## src/rtl/imm_encoder.sv

```systemverilog
`default_nettype none
// ============================================================================
// Module   : imm_encoder
// Purpose  : Packs register fields and a 32-bit immediate into an RV32I word,
//            flagging immediates that would not survive sign/zero extension.
// Revision : 1.0 - initial release
// ============================================================================
module imm_encoder #(
    parameter int ERR_CNT_W = 8
) (
    input  logic                 clk,
    input  logic                 rst,

    input  logic                 inValid,
    output logic                 inReady,
    input  logic [2:0]           immSrc,
    input  logic [31:0]          immValue,
    input  logic [6:0]           opcode,
    input  logic [4:0]           rd,
    input  logic [4:0]           rs1,
    input  logic [4:0]           rs2,
    input  logic [2:0]           funct3,
    input  logic [6:0]           funct7,

    output logic                 outValid,
    input  logic                 outReady,
    output logic [31:0]          instr,
    output logic                 rangeErr,
    output logic [ERR_CNT_W-1:0] errCount
);

    localparam logic [2:0] c_SRC_I = 3'b000;
    localparam logic [2:0] c_SRC_S = 3'b001;
    localparam logic [2:0] c_SRC_B = 3'b010;
    localparam logic [2:0] c_SRC_U = 3'b011;
    localparam logic [2:0] c_SRC_J = 3'b100;

    localparam logic [ERR_CNT_W-1:0] c_ERR_MAX = {ERR_CNT_W{1'b1}};

    // ------------------------------------------------------------------
    // Stage A: captured request
    // ------------------------------------------------------------------
    logic        r_valid_a;
    logic [2:0]  r_src_a;
    logic [31:0] r_imm_a;
    logic [6:0]  r_opcode_a;
    logic [4:0]  r_rd_a;
    logic [4:0]  r_rs1_a;
    logic [4:0]  r_rs2_a;
    logic [2:0]  r_f3_a;
    logic [6:0]  r_f7_a;

    // ------------------------------------------------------------------
    // Stage B: output register and error counter
    // ------------------------------------------------------------------
    logic                 r_out_valid;
    logic [31:0]          r_instr;
    logic                 r_range_err;
    logic [ERR_CNT_W-1:0] r_err_count;

    logic        w_adv_a;
    logic        w_adv_b;
    logic [31:0] w_instr;
    logic        w_range_err;
    logic        w_hi_i_ok;
    logic        w_hi_b_ok;
    logic        w_hi_j_ok;

    assign w_adv_b = !r_out_valid || outReady;
    assign w_adv_a = !r_valid_a || w_adv_b;

    always_ff @(posedge clk) begin
        if (rst) begin
            r_valid_a  <= 1'b0;
            r_src_a    <= 3'b000;
            r_imm_a    <= 32'd0;
            r_opcode_a <= 7'd0;
            r_rd_a     <= 5'd0;
            r_rs1_a    <= 5'd0;
            r_rs2_a    <= 5'd0;
            r_f3_a     <= 3'd0;
            r_f7_a     <= 7'd0;
        end else if (w_adv_a) begin
            r_valid_a <= inValid;
            if (inValid) begin
                r_src_a    <= immSrc;
                r_imm_a    <= immValue;
                r_opcode_a <= opcode;
                r_rd_a     <= rd;
                r_rs1_a    <= rs1;
                r_rs2_a    <= rs2;
                r_f3_a     <= funct3;
                r_f7_a     <= funct7;
            end
        end
    end

    // The extender sign-fills from the top immediate bit, so every bit above it must match.
    assign w_hi_i_ok = (&r_imm_a[31:11]) || (~|r_imm_a[31:11]);
    assign w_hi_b_ok = (&r_imm_a[31:12]) || (~|r_imm_a[31:12]);
    assign w_hi_j_ok = (&r_imm_a[31:20]) || (~|r_imm_a[31:20]);

    always_comb begin
        w_instr     = 32'd0;
        w_range_err = 1'b0;
        case (r_src_a)
            c_SRC_I: begin
                w_instr     = {r_imm_a[11:0], r_rs1_a, r_f3_a, r_rd_a, r_opcode_a};
                w_range_err = !w_hi_i_ok;
            end
            c_SRC_S: begin
                w_instr     = {r_imm_a[11:5], r_rs2_a, r_rs1_a, r_f3_a,
                               r_imm_a[4:0], r_opcode_a};
                w_range_err = !w_hi_i_ok;
            end
            c_SRC_B: begin
                w_instr     = {r_imm_a[12], r_imm_a[10:5], r_rs2_a, r_rs1_a, r_f3_a,
                               r_imm_a[4:1], r_imm_a[11], r_opcode_a};
                w_range_err = !w_hi_b_ok || r_imm_a[0];
            end
            c_SRC_U: begin
                w_instr     = {r_imm_a[31:12], r_rd_a, r_opcode_a};
                w_range_err = |r_imm_a[11:0];
            end
            c_SRC_J: begin
                w_instr     = {r_imm_a[20], r_imm_a[10:1], r_imm_a[11], r_imm_a[19:12],
                               r_rd_a, r_opcode_a};
                w_range_err = !w_hi_j_ok || r_imm_a[0];
            end
            default: begin
                w_instr     = {r_f7_a, r_rs2_a, r_rs1_a, r_f3_a, r_rd_a, r_opcode_a};
                w_range_err = 1'b0;
            end
        endcase
    end

    always_ff @(posedge clk) begin
        if (rst) begin
            r_out_valid <= 1'b0;
            r_instr     <= 32'd0;
            r_range_err <= 1'b0;
        end else if (w_adv_b) begin
            r_out_valid <= r_valid_a;
            if (r_valid_a) begin
                r_instr     <= w_instr;
                r_range_err <= w_range_err;
            end
        end
    end

    // Counts delivered bad words only, so a stalled word is never counted twice.
    always_ff @(posedge clk) begin
        if (rst) begin
            r_err_count <= '0;
        end else if (r_out_valid && outReady && r_range_err && (r_err_count != c_ERR_MAX)) begin
            r_err_count <= r_err_count + 1'b1;
        end
    end

    assign inReady  = w_adv_a;
    assign outValid = r_out_valid;
    assign instr    = r_instr;
    assign rangeErr = r_range_err;
    assign errCount = r_err_count;

endmodule
`default_nettype wire

```

## config.mk

```make
export PLATFORM = sky130hd
export DESIGN_NAME = imm_encoder
export DESIGN_NICKNAME = d
export VERILOG_FILES = /design/src/rtl/imm_encoder.sv
export SDC_FILE = /design/constraint.sdc
export NUM_CORES = 1
export LEC_CHECK = 0
export ABC_AREA = 1
export CAP_MARGIN = 10
export CORE_MARGIN = 2
export CORE_UTILIZATION = 53
export DETAILED_ROUTE_END_ITERATION = 10
export HOLD_SLACK_MARGIN = 0.05
export PLACE_DENSITY = 0.88
export SETUP_SLACK_MARGIN = 0.5
export SLEW_MARGIN = 20
export SYNTH_ARGS = -nofsm -noshare
export SYNTH_HDL_FRONTEND = slang
export SYNTH_SLANG_ARGS = --single-unit
```

## constraint.sdc

```tcl
create_clock -name clk -period 2.03 [get_ports clk]
set_input_delay 0.406 -clock clk [delete_from_list [all_inputs] [get_ports clk]]
set_output_delay 0.406 -clock clk [all_outputs]
set_load 0.01 [all_outputs]
```

==> key figures <==
Finish
  – Non-Filler Cell Area, Final: 6340 sq um
  – Share of cells above drive strength 1: 0.119
  – Fill cells: 650
  – Nets: 838
  – Layout area overhead: 36.3%
  – Post-Layout Cell Count: 880
  – Core Util, Final: 0.737

Setup path
  – Crit path DAT: 1.13 ns
  – CP endpoint kind: primary output
  – Kind of critical path: in2out
  – Critical path origin: outReady
  – Worst setup SP type: input pin
  – Required time worst endpoint: 1.62 ns
  – Worst Path Max Fanout: 3
  – Reg2reg start: r_src_a[1]$_SDFFE_PP0P_

Clock network
  – H-tree Lvls: 3
  – CTS clk-pin slew, worst paths: 0.09 ns
  – Clock root buffer: clkbuf_8
  – TritonCTS clock tree: built
  – # clock sinks: 110
  – Max clock buf depth: 2
  – Worst skew pair latency: 0.37 ns
  – CTS Buf Count: 9
  – Hold Buf Count CTS: 0

Yosys
  – Synth cell count leaders: nor2_1, dfxtp_1, nand2_1, o21ai_0, a21oi_1
  – Post-synth EDFFs: 0
  – Synth top area share: 0.474
  – Register area share after synthesis: 0.474
  – Largest area contributor in the netlist: dfxtp_1
  – Ys Warns: 0
  – Post-Syn Instances: 639
  – #FFs+latches synth: 110
  – Post-synth ARST share: 0
  – Synth cell types: 32
  – Most common cell in the synthesized netlist: nor2_1
  – Syn_area_per_cell: 7.28 sq um
  – Syn Nets: 711
  – Cell Area, Synth: 4650 sq um
  – Top_reg_cell synth: dfxtp_1
  – Top cells by area, synth: dfxtp_1, o21ai_0, nor2_1

Route
  – First-pass iteration count of the detailed router: 6
  – Final Routed Wirelength: 13400 um
  – Wire per inst: 15.2 um
  – Vias per Instance: 5.60
  – Via count: 4929
  – Initial detailed-routing violation count: 416
  – Residual DRC: 0
  – ANT nets after route: 0

Power and ir drop
  – Sw frac: 0.283
  – Peak VDD IR: 0.000420 V
  – Net switching power: 0.00124 W
  – Leakage power: 2.68 nW
  – Share of power burned in the clock network: 0.275
  – Combinational power share: 0.179
  – PD cells: 692 nW/um^2
  – Sequential share of power: 0.546
  – Internal: 0.00314 W

STA
  – Final cycle utilization of the critical path: 0.757
  – Slew headroom: 0.796
  – Setup violators final: 0
  – Hold slack: 0.466 ns
  – Fmax: 650 MHz
  – Worst clock skew: 0.0155 ns
  – RSZ-0062 raised after global routing: true
  – Final Hold Violating Endpoints: 0
  – Worst slew pin tran: 0.306 ns
  – Crit path time final: 1.54 ns
  – Setup TNS: 0 ns
  – Fin. max-slew vios: 0

Floorplanning
  – Row Count: 34
  – Ports: 114
  – Die ar.: 9540 sq um
  – Die height: 97.7 um
  – Initial Util: 0.541
  – Chip width: 97.7 um
  – Core ar.: 8590 sq um

Flow run
  – MaxCap Viol Count: 0

Min path
  – Hold wc startpoint: instr[31]$_SDFFE_PP0P_
  – Worst hold path class: reg2reg

Global route
  – Congestion Overflow GR: 0
  – Vias in the first global route: 4473
  – Initial antenna violation count: 1
  – All-Layer GR Usage: 0.268
  – Global-route wire length before repair: 21000 um
  – Largest net degree at the start of global routing: 91

Place
  – Routability cong.: 0.968
  – DP Cell Count: 841
  – Placed Instance Area: 5930 sq um
  – DP HPWL: 9060 um
  – IO buf count: 113

Outcome
  – Status: completed
logic make-up after synthesis:
| group | count (synthesis) | synth area share |
|---|---|---|
| and+or+nand+nor | 254 | 0.231 |
| adders and majority gates | 1 | 0.00269 |
| AOI/OAI and AO/OA | 182 | 0.210 |
| buffers and inverters | 87 | 0.0735 |
| DFF | 110 | 0.474 |
| xor gates and xnor gates | 5 | 0.00942 |
routing by layer:
metal,track usage,wire length [um],vias up
li1,-,-,2367
met1,0.329,5340,2271
met2,0.460,6610,237
met3,0.0604,956,54
met4,0.0962,462,0
met5,0,0,-
area by class of cell:
class,instances,area [sq um],share of cell area
Tap cell,108,135,0.0213
Clock buffer,11,141,0.0223
Antenna cell,1,2.50,0.000395
Timing Repair Buffer,148,1400,0.221
Multi-Input combinational cell,442,2190,0.345
Clock inverter,5,35.0,0.00553
Inverter,55,213,0.0336
Sequential cell,110,2220,0.351
final timing paths:
kind / endpoint / slack, ns / depth (start not counted)
worst max-delay path: inReady / 0.49 / 4
worst min-delay path: instr[31]$_SDFFE_PP0P_ / 0.47 / 2
worst max register to register: rangeErr$_SDFFE_PP0P_ / 0.57 / 10
worst min register to register: instr[31]$_SDFFE_PP0P_ / 0.47 / 2
cell usage in the layout, fill, tap and decap left out, drive strengths merged:
cell type      Yosys  final
nor2             120    120
dfxtp            110    110
nand2             97     97
o21ai             92     92
clkdlybuf4s50      0     70
a21oi             58     58
inv               53     53
dlygate4sd2        0     39
buf                9     36
nand3             27     27
clkbuf            23     14
a31oi             10     10
o211ai             9      9
o22ai              5      5
clkinv             2      5
a22oi              4      4
nand4              4      4
nor3               4      4
o221ai             3      3
xor2               3      3
clkinvlp           0      2
xnor2              2      2
nor4               2      2
diode              0      1
o2111ai            1      1
ha                 1      1
what timing repair did:
item,CTS,global route
endpoints found under the setup margin,59,41
pin swaps,4,10
resized for setup,60,32
buffers inserted,10,12
per-stage QoR:
step | power, W | setup slack, ns
5_1_grt | 0.00458 | 0.455
3_5_place_dp | 0.00318 | 0.0430
6_report | 0.00438 | 0.493
4_1_cts | 0.00433 | 0.316
2_1_floorplan | 0.00282 | 0.572
3_3_place_gp | 0.00315 | 0.0961
power groups by stage:
stage	Combinational, W	Sequential [W]	Clock, W
finish	0.000784	0.00239	0.00120
global route	0.000862	0.00241	0.00131
CTS	0.000726	0.00239	0.00122
detailed placement	0.000739	0.00244	0
global placement	0.000717	0.00243	0
floorplan	0.000381	0.00244	0
critical path, cell delays in order:
cell and delay, ns:
clkdlybuf4s50_1 0.41, inv_2 0.09, nand3_2 0.07, buf_2 0.15
flip-flops by register name (all words and copies together), names as in the netlist, 3 cells and up:
register    count
r_f3_a          3
r_rd_a          5
r_opcode_a      7
r_rs1_a         5
errCount        8
r_f7_a          7
r_src_a         3
r_imm_a        32
r_rs2_a         5
instr          32
Note: power is estimated with default switching activity, not from simulation.
